$ cat src/rtl/sipo_frame_deserializer_pkg.sv
// Shared types and helpers for the SIPO frame deserializer (package sipo_pkg).
// Optional parity support is enabled with the PARITY_CHECK_EN macro.
package sipo_pkg;

  typedef enum logic [1:0] {
    IDLE   = 2'd0,
    SHIFT  = 2'd1,
    PARITY = 2'd2
  } state_e;

  // Wide enough to hold WIDTH+1 so the terminal compare never wraps.
  function automatic int cnt_w(input int width);
    return $clog2(width + 2);
  endfunction

  function automatic logic even_parity(input logic [31:0] bits);
    return ^bits;
  endfunction

endpackage

$ cat src/rtl/sipo_frame_deserializer_bit_counter.sv
// Frame bit counter: load-to-1 on a frame start, increment per accepted bit,
// flags when the next accepted bit is the one that reaches the terminal count.
module sipo_bit_counter #(
  parameter int CNT_W = 4,
  parameter int TERM  = 8
) (
  input  logic clk,
  input  logic rst,
  input  logic i_load,
  input  logic i_inc,
  input  logic i_clr,
  output logic o_done
);

  localparam logic [CNT_W-1:0] TERM_M1 = CNT_W'(TERM - 1);

  logic [CNT_W-1:0] r_cnt;

  always_ff @(posedge clk or posedge rst) begin
    if (rst) begin
      r_cnt <= '0;
    end else if (i_load) begin
      r_cnt <= CNT_W'(1);
    end else if (i_clr) begin
      r_cnt <= '0;
    end else if (i_inc) begin
      r_cnt <= r_cnt + 1'b1;
    end
  end

  assign o_done = (r_cnt == TERM_M1);

endmodule

$ cat src/rtl/sipo_frame_deserializer.sv
// Serial-to-parallel frame capture with valid/ready output and sticky overrun.
// Define PARITY_CHECK_EN to expect a trailing even-parity bit and add parity_err.
module sipo_frame_deserializer
  import sipo_pkg::*;
#(
  parameter int WIDTH     = 8,
  parameter bit MSB_FIRST = 1'b1
) (
  input  logic             clk,
  input  logic             rst,
  input  logic             d,
  input  logic             d_valid,
  input  logic             start,
  output logic [WIDTH-1:0] out_data,
  output logic             out_valid,
  input  logic             out_ready,
`ifdef PARITY_CHECK_EN
  output logic             parity_err,
`endif
  output logic             overrun
);

  localparam int CNT_W = cnt_w(WIDTH);

  state_e           r_state;
  state_e           w_state_nxt;
  logic [WIDTH-1:0] r_sr;
  logic [WIDTH-1:0] w_sr_shift;
  logic [WIDTH-1:0] w_sr_first;
  logic [WIDTH-1:0] w_word;
  logic             w_load;
  logic             w_inc;
  logic             w_clr;
  logic             w_done;
  logic             w_complete;

  sipo_bit_counter #(
    .CNT_W (CNT_W),
    .TERM  (WIDTH)
  ) u_bit_counter (
    .clk    (clk),
    .rst    (rst),
    .i_load (w_load),
    .i_inc  (w_inc),
    .i_clr  (w_clr),
    .o_done (w_done)
  );

  always_comb begin
    w_sr_shift = '0;
    w_sr_first = '0;
    if (MSB_FIRST) begin
      w_sr_shift = {r_sr[WIDTH-2:0], d};
      w_sr_first = {{(WIDTH-1){1'b0}}, d};
    end else begin
      w_sr_shift = {d, r_sr[WIDTH-1:1]};
      w_sr_first = {d, {(WIDTH-1){1'b0}}};
    end
  end

`ifdef PARITY_CHECK_EN
  assign w_word = r_sr;
`else
  assign w_word = w_sr_shift;
`endif

  always_ff @(posedge clk or posedge rst) begin
    if (rst) begin
      r_state <= IDLE;
    end else begin
      r_state <= w_state_nxt;
    end
  end

  // start with d_valid always restarts the frame, whatever state we are in.
  always_comb begin
    w_state_nxt = r_state;
    w_load      = 1'b0;
    w_inc       = 1'b0;
    w_clr       = 1'b0;
    w_complete  = 1'b0;
    case (r_state)
      IDLE: begin
        if (d_valid && start) begin
          w_load      = 1'b1;
          w_state_nxt = SHIFT;
        end
      end
      SHIFT: begin
        if (d_valid && start) begin
          w_load = 1'b1;
        end else if (d_valid) begin
`ifdef PARITY_CHECK_EN
          w_inc = 1'b1;
          if (w_done) begin
            w_state_nxt = PARITY;
          end
`else
          if (w_done) begin
            w_clr       = 1'b1;
            w_complete  = 1'b1;
            w_state_nxt = IDLE;
          end else begin
            w_inc = 1'b1;
          end
`endif
        end
      end
`ifdef PARITY_CHECK_EN
      PARITY: begin
        if (d_valid && start) begin
          w_load      = 1'b1;
          w_state_nxt = SHIFT;
        end else if (d_valid) begin
          w_clr       = 1'b1;
          w_complete  = 1'b1;
          w_state_nxt = IDLE;
        end
      end
`endif
      default: w_state_nxt = IDLE;
    endcase
  end

  always_ff @(posedge clk or posedge rst) begin
    if (rst) begin
      r_sr <= '0;
    end else if (w_load) begin
      r_sr <= w_sr_first;
    end else if (w_inc) begin
      r_sr <= w_sr_shift;
    end
  end

  always_ff @(posedge clk or posedge rst) begin
    if (rst) begin
      out_data   <= '0;
      out_valid  <= 1'b0;
      overrun    <= 1'b0;
`ifdef PARITY_CHECK_EN
      parity_err <= 1'b0;
`endif
    end else if (w_complete) begin
      if (!out_valid || out_ready) begin
        out_data   <= w_word;
        out_valid  <= 1'b1;
`ifdef PARITY_CHECK_EN
        parity_err <= even_parity(32'(r_sr)) ^ d;
`endif
      end else begin
        overrun <= 1'b1;
      end
    end else if (out_valid && out_ready) begin
      out_valid <= 1'b0;
    end
  end

endmodule

$ cat config.mk
export PLATFORM = sky130hd
export DESIGN_NAME = sipo_frame_deserializer
export DESIGN_NICKNAME = d
export VERILOG_FILES = /design/src/rtl/sipo_frame_deserializer_pkg.sv /design/src/rtl/sipo_frame_deserializer_bit_counter.sv /design/src/rtl/sipo_frame_deserializer.sv
export SDC_FILE = /design/constraint.sdc
export NUM_CORES = 1
export LEC_CHECK = 0
export ABC_AREA = 1
export BUFFER_PORTS_ARGS = -buffer_cell sky130_fd_sc_hd__buf_2
export CAP_MARGIN = 25
export CORE_MARGIN = 2
export CORE_UTILIZATION = 40
export DETAILED_ROUTE_END_ITERATION = 12
export PLACE_DENSITY_LB_ADDON = 0.15
export SLEW_MARGIN = 20
export SYNTH_ARGS = -nofsm -noshare
export SYNTH_HDL_FRONTEND = slang
export SYNTH_SLANG_ARGS = --single-unit
$ cat constraint.sdc
create_clock -name clk -period 2.7 [get_ports clk]
set_input_delay 0 -clock clk [delete_from_list [all_inputs] [get_ports clk]]
set_output_delay 0 -clock clk [all_outputs]
set_load 0.02 [all_outputs]
## Word-level counts from Yosys, hierarchy flattened

Cells that the tools add are included.

- Logic and storage cells: 51
- Output and inout port bits: 10
- Bits in registers: 23

- Mux-type cells: 23
- Reductions and logical operators: 13
- Bitwise logic cells: 1
- Equality and inequality tests: 7
- Add/subtract/negate cells: 1

Operators by type and width:

| kind | number |
|---|---|
| $mux W7 | 2 |
| $mux W1 | 13 |
| $mux W4 | 3 |
| $mux W2 | 4 |
| $ne A2 B2 Y1 const B | 4 |
| $reduce_and A2 Y1 | 3 |
| $add A4 B1 Y4 const B | 1 |
| $eq A4 B3 Y1 const B | 1 |
| $pmux W2 S2 | 1 |
| $reduce_and A4 Y1 | 1 |
| $reduce_bool A2 Y1 | 2 |
| $reduce_bool A3 Y1 | 1 |
| $eq A2 B1 Y1 const B | 1 |
| $logic_and A1 B1 Y1 | 2 |
| $logic_not A2 Y1 | 1 |
| $ne A2 B1 Y1 const B | 1 |
| $reduce_or A2 Y1 | 1 |
| $logic_not A1 Y1 | 1 |
| $logic_or A1 B1 Y1 | 1 |
| $not A1 Y1 | 1 |

## Depth between registers and ports, before layout

Gate-level depths: netlist of run 1.

- Depth after elaboration: 8
- Depth in mapped cells: 6
- Mapped depth without buffers: 6

## Hierarchy

From an unflattened synthesis of run 1, not the netlist that was laid out.

- Cells, all modules: 112
- Area total of the unflattened synthesis: 998.5 sq um

By module, submodules not included:

| module | area each (sq um) | times used | cells an instance |
|---|---|---|---|
| sipo_frame_deserializer | 794.5 | 1 | 87 |
| sipo_bit_counter | 203.9 | 1 | 25 |

## Least setup slack after synthesis of run 1

Ideal clock, no wire load.

- Path type: register to register
- Start point: register u_bit_counter.r_cnt[0]
- End point: register u_bit_counter.r_cnt[3]
- Arrival time: 1038 ps
- Clock period less this slack: 1154 ps
- Cell stages (with the launch flop): 7
- Path slack: 1546 ps
- Buffers on the path: 0
- Library setup time: 116 ps
- Cells stage by stage: dfrtp_1 -> ha_1 -> nand3_1 -> nand2_4 -> clkinv_4 -> nand2_1 -> nand2_1

- Word-level cells in the longest chain between the ends: 7
- Elaborated cells on any way between the ends: 14
- Classes of those cells: add/sub: 1; eq/ne: 1; mux: 11; reduce/logical: 1

Ends and longest elaborated chain:

| what | RTL line | RTL |
|---|---|---|
| start, declared | sipo_frame_deserializer_bit_counter.sv:17 | `logic [CNT_W-1:0] r_cnt;` |
| start signal, assigned | sipo_frame_deserializer_bit_counter.sv:27 | `r_cnt <= r_cnt + 1'b1;` |
| $eq A4 B3 Y1 | sipo_frame_deserializer_bit_counter.sv:31 | `assign o_done = (r_cnt == TERM_M1);` |
| $mux W1 | sipo_frame_deserializer.sv:99 | `if (w_done) begin` |
| $mux W1 | sipo_frame_deserializer.sv:92 | `end else if (d_valid) begin` |
| $mux W1 | sipo_frame_deserializer.sv:90 | `if (d_valid && start) begin` |
| $mux W1 | sipo_frame_deserializer.sv:82 | `case (r_state)` |
| $mux W4 | sipo_frame_deserializer_bit_counter.sv:24 | `end else if (i_clr) begin` |
| $mux W4 | sipo_frame_deserializer_bit_counter.sv:22 | `end else if (i_load) begin` |

Several ways; a longest one is shown, not always the timed one. The select of a mux whose other input is x is not followed.
A chain may end at the register's enable or synchronous reset.

## Final worst setup path of run 1

- Start point: register u_bit_counter.r_cnt[0]
- End point: register out_data[2]

- Word-level cells in the longest chain between the ends: 6

Ends and longest elaborated chain:

| what | RTL line | RTL |
|---|---|---|
| $eq A4 B3 Y1 | sipo_frame_deserializer_bit_counter.sv:31 |  |
| $mux W1 | sipo_frame_deserializer.sv:99 |  |
| $mux W1 | sipo_frame_deserializer.sv:92 |  |
| $mux W1 | sipo_frame_deserializer.sv:90 |  |
| $mux W1 | sipo_frame_deserializer.sv:82 |  |
| $reduce_and A2 Y1 (no source line) | - |  |
| end signal, assigned | sipo_frame_deserializer.sv:145 | `out_data <= w_word;` |
| end, declared | sipo_frame_deserializer.sv:14 | `output logic [WIDTH-1:0] out_data,` |

No other way between the ends.

==> impl_metrics.tcl, run 1 <==
set metrics [dict create \
    status "complete, no violations" \
    diodes 0 \
    antenna_found_initial 0 \
    cts-root-buf "clkbuf_4" \
    period_share 0.514 \
    drt-initial-drc-count 11 \
    grt_max_degree 23 \
    numPortBuffers 15 \
    ys_seq_elements 22 \
    drcViolationCount 0 \
    total_leakage_power_nw 0.668 \
    fmax_mhz 721 \
    synth-edff-count 0 \
    slowest_stage "dfrtp_1" \
    ys.flop_type "dfrtp_1" \
    reg2reg_to "out_data[2]" \
    synth_most_common_cell "nand2_1" \
    ant_nets 0 \
    num_rows 18 \
    crit_chain "ha_1, nand2_2, nor2_4, nand3_4, nand2_1, nand2_1" \
    cpPeakStageDelay_ns 0.42 \
    start_util 0.417 \
    clock_latency_ns 0.31 \
    routed_wl_um 1760 \
    cts.clk_slew.worst_paths_ns 0.13 \
    synth_common_cells "45 x nand2_1, 22 x dfrtp_1, 9 x nand3_1, 9 x nand4_1, 5 x inv_1" \
    wl_per_cell_um 11.2 \
    required_ns 2.92 \
    setup_viol 0 \
    fillCellCount 237 \
    drv_cap 0 \
    fin_crit_ns 1.39 \
    hold_ws_ns 0.0327 \
    area_growth_pct 14.8 \
    finalSetupTns_ns 0 \
    worst_pin_slew_ns 0.804 \
    critPathLaunchType "register" \
    maxSlewHeadroom 0.463 \
    dieArea_sq_um 2980 \
    grt_remaining_overflow 0 \
    yosys_warnings 0 \
    power_density_nw_per_um2 614 \
    critPathMaxFanout 11 \
    min-delay-start "d_valid" \
    reg2reg_depth 6 \
    grt_pass1_vias 692 \
    cts_resized 0 \
    skew_ns 0.00864 \
    hold_end "r_state[0]" \
    hold_buffers 2 \
    hold_depth 3 \
    final_nets 136 \
    synthArstFlopShare 1.00 \
    rrSetupSlack_ns 1.31 \
    synthesis.area_sq_um 1020 \
    synth.distinct_cells 19 \
    syn-num-nets 117 \
    cts_buffers 3 \
    grt_pass1_wl_um 3040 \
    post-dp-hpwl_um 1310 \
    tritoncts "done" \
    vias 777 \
    cts_setup_buffers 0 \
    drt_first_pass_iters 4 \
    h-tree-depth 1 \
    r2r_start "u_bit_counter.r_cnt[0]" \
    place.gp.congestion 0.751 \
    worstPathArrival_ns 1.60 \
    viasPerCell 4.92 \
    die_h_um 54.6 \
    ys_top_cells_by_area "dfrtp_1 54%, nand2_1 17%, nand4_1 5.5%" \
    crit_type "reg -> reg" \
    synth_top_area_cell "dfrtp_1" \
    finalHoldViolCount 0 \
    grt_usage 0.145 \
    min_path_type "in -> reg" \
    end_kind "register" \
    die_width_um 54.6 \
    ir_drop_mv 0.325 \
    pin_count 16 \
    synth_top_area_frac 0.538 \
    yosysSeqAreaShare 0.538 \
    drive_gt1_frac 0.227 \
    clkSinkCount 22 \
    cts_buffer_depth 2 \
    design.core.area_sq_um 2450 \
    crit_top_cell "nand2_1" \
    synthCells 110 \
    syn_area_per_cell_sq_um 9.30 \
    slew_viol_final 0 \
    rsz0062_at_grt "no" \
]
## layout by cell type (no fill, tap or decap), drive strengths merged
cell type	netlist	final
nand2	50	50
dfrtp	22	22
buf	2	15
nand3	10	10
nand4	9	9
inv	5	5
nor2	4	4
a21oi	3	3
clkbuf	1	3
dlygate4sd3	0	2
clkinv	1	1
o21ai	1	1
o21bai	1	1
ha	1	1
bufinv	0	1
## final cells by class
type	instances	area [sq um]	area share
Tap cell	30	37.5	0.0319
Multi-Input combinational cell	79	412	0.350
Inverter	6	27.5	0.0234
Sequential cell	22	551	0.469
Timing Repair Buffer	17	95.1	0.0809
Clock inverter	1	30.0	0.0256
Clock buffer	3	22.5	0.0192
## through the flow
step	util	instance area (sq um)	setup slack [ns]	std cells	total power [mW]
after floorplan	-	1020	1.55	110	0.449
after global placement	0.449	1100	1.36	152	0.475
after detailed placement	0.449	1100	1.32	152	0.476
after CTS	0.479	1170	1.30	158	0.731
after global routing	0.479	1170	1.18	158	0.763
final	0.479	1170	1.31	158	0.722
## cell families after synthesis
logic type	share of synthesized area
buf+inv	0.0599
flops	0.538
simple gates	0.359
compound gates	0.0306
fa+ha+maj	0.0122
## state kept, by name (all words and copies together), names as in the netlist
name	flops
u_bit_counter.r_cnt	4
r_sr	7
out_valid	1
overrun	1
out_data	8
r_state	1
## worst max path at each step
stage | startpoint | end | slack [ns] | depth (start not counted)
floorplan | u_bit_counter.r_cnt[0] | u_bit_counter.r_cnt[3] | 1.55 | 6
global placement | u_bit_counter.r_cnt[0] | out_data[2] | 1.36 | 6
detailed placement | u_bit_counter.r_cnt[0] | out_data[6] | 1.32 | 6
CTS | u_bit_counter.r_cnt[0] | out_data[7] | 1.30 | 6
global route | u_bit_counter.r_cnt[1] | out_data[1] | 1.18 | 6
finish | u_bit_counter.r_cnt[0] | out_data[2] | 1.31 | 6
## worst max-delay path: cells and delay by family, from the launching register on
family	cells	cell delay [ns]
flops	1	0.42
simple gates	5	0.66
fa+ha+maj	1	0.22
## power breakdown
part / switching [mW] / internal, mW / total, mW
combinational: 0.0612 / 0.0323 / 0.0934
clock: 0.101 / 0.150 / 0.251
sequential: 0.0223 / 0.355 / 0.377
total: 0.185 / 0.537 / 0.722
## per-layer routing
| metal | wire (um) | GRT usage | vias to the layer above |
|---|---|---|---|
| li1 | - | - | 395 |
| met1 | 918 | 0.193 | 367 |
| met2 | 758 | 0.218 | 13 |
| met3 | 67 | 0.0328 | 2 |
| met4 | 19 | 0.0750 | 0 |
| met5 | 0 | 0 | - |
Note: power is estimated with default switching activity, not from simulation.
==> run 2: changes to the inputs <==
--- a/config.mk
+++ b/config.mk
@@ -5,7 +5,7 @@
 export SDC_FILE = /design/constraint.sdc
 export NUM_CORES = 1
 export LEC_CHECK = 0
-export ABC_AREA = 1
+export ABC_AREA = 0
 export BUFFER_PORTS_ARGS = -buffer_cell sky130_fd_sc_hd__buf_2
 export CAP_MARGIN = 25
 export CORE_MARGIN = 2
==> constraint.sdc (replaced) <==
create_clock -name clk -period 1.1 [get_ports clk]
set_input_delay 0 -clock clk [delete_from_list [all_inputs] [get_ports clk]]
set_output_delay 0 -clock clk [all_outputs]
set_load 0.02 [all_outputs]
==> impl_metrics.tcl, run 2 <==
set metrics [dict create \
    clkSinkCount 22 \
    post-dp-hpwl_um 1310 \
    yosysSeqAreaShare 0.574 \
    path_buf_inv 1 \
    dp_worst_setup_slack_ns -0.416 \
    largest_reg_flops 8 \
    drt-met1-wl_um 815 \
    drive_gt1_frac 0.500 \
    crit_type "reg -> reg" \
    top_register "out_data" \
    end_kind "register" \
    swShare 0.237 \
    grt_pass1_vias 708 \
    crit_family "flip-flops" \
    finalHoldViolCount 0 \
    cts_buffers 3 \
    place.gp.congestion 0.725 \
    vias 700 \
    critPathLaunchType "register" \
    fmax_mhz 665 \
    synthesis.area_sq_um 960 \
    cts-root-buf "clkbuf_4" \
    required_ns 1.29 \
    share_comb_of_total_power 0.191 \
    slowest_stage "dfrtp_1" \
    wl_met3_um 51 \
    rsz0062_at_grt "yes" \
    ys_seq_elements 22 \
    routed_wl_um 1740 \
    synth_most_common_cell "dfrtp_1" \
    synthArstFlopShare 1.00 \
    drv_cap 0 \
    tritoncts "done" \
    grt_usage 0.156 \
    pin_count 16 \
    place_area_sq_um 1210 \
    design.core.area_sq_um 2230 \
    top_layer_used "met4" \
    diodes 0 \
    wl_met2_um 860 \
    min_path_type "in -> reg" \
    status "finished, violations left" \
    cpPeakStageDelay_ns 0.38 \
    drcViolationCount 0 \
    synth.distinct_cells 25 \
    synth_top_area_cell "dfrtp_1" \
    area_growth_pct 37.2 \
    p_int_mw 1.44 \
    wl_per_cell_um 12.2 \
    synth_top_area_frac 0.574 \
    synth_common_cells "22 x dfrtp_1, 9 x mux2_2, 7 x nand2_1, 7 x nand3_1, 5 x o211ai_1" \
    ir_drop_mv 1.06 \
    power_density_nw_per_um2 1430 \
    skew_ns 0.00106 \
    synthCells 78 \
    cts.clk_slew.worst_paths_ns 0.11 \
    power_mw 1.89 \
    grt_pass1_wl_um 3110 \
    antenna_found_initial 0 \
    fin_crit_ns 1.50 \
    grt_remaining_overflow 0 \
    critPathMaxFanout 8 \
    ys.flop_type "dfrtp_1" \
    final_nets 122 \
    fillCellCount 196 \
    die_width_um 53.0 \
    final_cell_area_sq_um 1320 \
    grt_max_degree 23 \
    setup_viol 22 \
    switching_power_mw 0.448 \
    numPortBuffers 15 \
    mostFrequentLayoutCells "22 x dfrtp_1, 15 x buf_2, 14 x buf_4, 9 x mux2_2, 7 x nand2_1" \
    die_h_um 53.0 \
    drt_first_pass_iters 3 \
    syn-num-nets 85 \
    worst_pin_slew_ns 0.272 \
    period_share 1.37 \
    hold_ws_ns 0.0456 \
    violations "setup timing" \
    start_util 0.430 \
    reg_top3 "out_data x8, r_sr x7, u_bit_counter.r_cnt x4" \
    slew_viol_final 0 \
    synth-edff-count 0 \
    multiInputGateArea_sq_um 417 \
    total_leakage_power_nw 0.684 \
    cts_buffer_depth 2 \
    power_frac_seq 0.493 \
    crit_chain "ha_2, nand3b_1, nor3_4, buf_12, mux2_2" \
    yosys_warnings 0 \
    worstPathArrival_ns 1.70 \
    ant_nets 0 \
    layout_commonest_cell "dfrtp_1" \
    syn_area_per_cell_sq_um 12.3 \
    num_rows 17 \
    fin_ws_ns -0.403 \
    dieArea_sq_um 2810 \
    viasPerCell 4.93 \
    post-route-util 0.589 \
    register_area_sq_um 551 \
    clock_latency_ns 0.30 \
    ys_top_cells_by_area "dfrtp_1 57%, mux2_2 11%, o211ai_1 3.9%" \
    drt-initial-drc-count 8 \
    h-tree-depth 1 \
    maxSlewHeadroom 0.817 \
    clkPwrFrac 0.316 \
]
## run 2: cell count changes after synthesis, moves of 2 or more
cell      change
nand2_4       -2
o211ai_1      +5
nand3_1       -2
buf_2         +2
mux2_2        +9
inv_1         -3
nand2_2       -3
a32o_1        +2
nand4_1       -9
o21ai_0       +3
nand2_1      -38
## run 2: metal layers
layer	vias up	global-route usage
met2	10	0.250
met5	-	0
met3	2	0.0339
li1	355	-
met4	0	0.0769
met1	333	0.198
## run 2: power groups by stage
| stage | combinational, mW | sequential, mW | clock (mW) |
|---|---|---|---|
| after floorplan | 0.152 | 0.981 | 0 |
| after global placement | 0.324 | 0.944 | 0 |
| after detailed placement | 0.333 | 0.945 | 0 |
| after CTS | 0.367 | 0.930 | 0.621 |
| after global routing | 0.398 | 0.940 | 0.671 |
| final | 0.361 | 0.929 | 0.596 |
## run 2: area by class of cell
cell class | instances | area share
tap | 28 | 0.0266
multi-input combinational | 51 | 0.317
timing repair buffer | 35 | 0.193
inverter | 2 | 0.00570
clock inverter | 1 | 0.0228
clock buffer | 3 | 0.0171
sequential | 22 | 0.418
## run 2: path summary, 6_finish.rpt
check                                             from                      to  slack, ns  cells after the start
worst max-delay path            u_bit_counter.r_cnt[1]             out_data[7]      -0.40                      5
worst min-delay path                           d_valid  u_bit_counter.r_cnt[2]       0.05                      4
worst max register to register  u_bit_counter.r_cnt[1]             out_data[7]      -0.40                      5
worst min register to register                 overrun                 overrun       0.47                      1
max in group asynchronous                          rst             out_data[2]       0.63                      4
min in group asynchronous                          rst              r_state[0]       0.26                      4
## run 2: repair_timing
action,in CTS,in global routing
pin swaps,3,1
hold endpoints to repair,24,0
setup endpoints to repair,22,22
setup buffers,3,1
resized for setup,8,1
hold buffers,2,0
## run 2: kinds of logic after synthesis
| logic type | after synthesis | synth area share |
|---|---|---|
| fa+ha+maj | 1 | 0.0130 |
| xor+xnor | 1 | 0.00913 |
| simple gates | 23 | 0.151 |
| compound gates | 16 | 0.115 |
| buf+inv | 5 | 0.0222 |
| mux | 10 | 0.116 |
| flops | 22 | 0.574 |
## run 2: through the flow
step	setup TNS [ns]	cells
4_1_cts	-6.86	142
3_5_place_dp	-5.81	134
5_1_grt	-8.21	142
2_1_floorplan	-4.38	78
3_3_place_gp	-5.16	134
6_report	-6.73	142
## run 2: worst min-delay path: cells and delay by family
family                 cells  cell delay (ns)
buffers and inverters      2             0.19
AOI/OAI and AO/OA          2             0.12
==> run 3: changes to the inputs <==
--- a/config.mk
+++ b/config.mk
@@ -12,6 +12,7 @@
 export CORE_UTILIZATION = 40
 export DETAILED_ROUTE_END_ITERATION = 12
 export PLACE_DENSITY_LB_ADDON = 0.15
+export REMOVE_ABC_BUFFERS = 1
 export SLEW_MARGIN = 20
 export SYNTH_ARGS = -nofsm -noshare
 export SYNTH_HDL_FRONTEND = slang
==> impl_metrics.tcl, run 3 (synthesized netlist as in run 2, its figures left out) <==
set metrics [dict create \
    status "finished, violations left" \
    violations "setup timing" \
    total_leakage_power_nw 0.688 \
    critPathMaxFanout 4 \
    ir_drop_mv 1.07 \
    hold_end "r_state[0]" \
    die_width_um 53.0 \
    skew_ns 0.00788 \
    rrSetupSlack_ns -0.42 \
    diodes 0 \
    num_rows 17 \
    crit_family "simple AND/OR/NAND/NOR gates" \
    reg_top3 "out_data x8, r_sr x7, u_bit_counter.r_cnt x4" \
    fillCellCount 197 \
    worst_pin_slew_ns 0.298 \
    viasPerCell 5.25 \
    clkSinkCount 22 \
    die_h_um 53.0 \
    rsz0062_at_grt "yes" \
    wl_per_cell_um 13.4 \
    multiInputGateArea_sq_um 435 \
    crit_chain "ha_2, nand3b_1, nor3_4, buf_6, mux2_4" \
    design.core.area_sq_um 2230 \
    cts-root-buf "clkbuf_4" \
    drv_cap 0 \
    grt_usage 0.159 \
    grt_pass1_vias 699 \
    drt_first_pass_iters 4 \
    start_util 0.430 \
    hold_depth 3 \
    routed_wl_um 1900 \
    r2r_start "u_bit_counter.r_cnt[1]" \
    cpPeakStageDelay_ns 0.38 \
    drt-initial-drc-count 3 \
    setup_viol 21 \
    power_density_nw_per_um2 1280 \
    place_area_sq_um 1180 \
    required_ns 1.29 \
    slew_viol_final 0 \
    place.gp.congestion 0.752 \
    slowest_stage "dfrtp_1" \
    reg2reg_depth 5 \
    ant_nets 0 \
    tritoncts "done" \
    dieArea_sq_um 2810 \
    top_register "out_data" \
    post-dp-hpwl_um 1310 \
    maxSlewHeadroom 0.799 \
    fin_ws_ns -0.419 \
    h-tree-depth 1 \
    final_nets 123 \
    path_buf_inv 1 \
    cts.clk_slew.worst_paths_ns 0.11 \
    largest_reg_flops 8 \
    grt_max_degree 23 \
    area_growth_pct 35.2 \
    final_cell_area_sq_um 1300 \
    numPortBuffers 15 \
    finalSetupTns_ns -6.23 \
    mostFrequentLayoutCells "22 x dfrtp_1, 16 x buf_2, 15 x buf_4, 8 x mux2_4" \
    post-route-util 0.581 \
    grt_remaining_overflow 0 \
    crit_type "reg -> reg" \
    fin_crit_ns 1.52 \
    register_area_sq_um 551 \
    period_share 1.38 \
    vias 745 \
    min-delay-start "d_valid" \
    min_path_type "in -> reg" \
    cts_buffer_depth 2 \
    finalHoldViolCount 0 \
    pin_count 16 \
    clock_latency_ns 0.30 \
    worstPathArrival_ns 1.71 \
    antenna_found_initial 0 \
    layout_commonest_cell "dfrtp_1" \
    fmax_mhz 658 \
    drive_gt1_frac 0.474 \
    grt_pass1_wl_um 3120 \
    power_mw 1.66 \
    reg2reg_to "out_data[4]" \
    critPathLaunchType "register" \
    cts_buffers 3 \
    drcViolationCount 0 \
    end_kind "register" \
]
-- run 3: cell types whose count changed in the layout (fill, tap and decap cells not counted), sizes merged --
cell and delta:
buf +1, bufinv -1
-- run 3: tightest hold or removal path: stages --
cell and delay (ns):
buf_2 0.15, a21oi_1 0.08, nor2_1 0.08
-- run 3: how the worst max path moves through the flow --
stage / from / slack (ns) / depth (start not counted) / end
2_1_floorplan: u_bit_counter.r_cnt[0] / -0.63 / 4 / out_data[0]
3_3_place_gp: u_bit_counter.r_cnt[0] / -0.41 / 5 / r_sr[0]
3_5_place_dp: u_bit_counter.r_cnt[1] / -0.46 / 5 / r_sr[0]
4_1_cts: u_bit_counter.r_cnt[0] / -0.42 / 5 / out_data[4]
5_1_grt: u_bit_counter.r_cnt[1] / -0.49 / 5 / out_data[4]
6_report: u_bit_counter.r_cnt[1] / -0.42 / 5 / out_data[4]
-- run 3: repair_timing --
| item | 4_1_cts | 5_1_grt |
|---|---|---|
| hold buffers | 2 | 0 |
| cloned | 0 | 1 |
| endpoints found under the setup margin | 21 | 22 |
| setup buffers | 1 | 1 |
| resized for setup | 4 | 14 |
| pin swaps | 7 | 4 |
| hold endpoints to repair | 24 | 0 |
-- run 3: cell type report --
type                            instances  share of cell area
Inverter                                2             0.00579
Multi-Input combinational cell         51               0.336
Tap cell                               28              0.0270
Timing Repair Buffer                   36               0.190
Clock buffer                            3              0.0174
Sequential cell                        22               0.424
-- run 3: metal layers --
layer  up-vias  track usage  wire length [um]
met4         0       0.0513                16
met1       373        0.200               887
met2        11        0.254               935
met5         -            0                 0
met3         2       0.0565                65
li1        359            -                 -
-- run 3: through the flow --
stage          hold slack [ns]  std cells  worst slack, ns
3_5_place_dp            0.0484        134           -0.457
2_1_floorplan          -0.0108         75           -0.633
6_report                0.0395        142           -0.419
5_1_grt                 0.0509        142           -0.493
3_3_place_gp            0.0441        134           -0.414
4_1_cts                 0.0270        140           -0.422
-- run 3: report_power, final --
| group | internal (mW) | switching (mW) | total (mW) |
|---|---|---|---|
| registers | 0.884 | 0.0486 | 0.932 |
| logic | 0.205 | 0.178 | 0.384 |
| clock network | 0.128 | 0.220 | 0.347 |
| total | 1.22 | 0.447 | 1.66 |
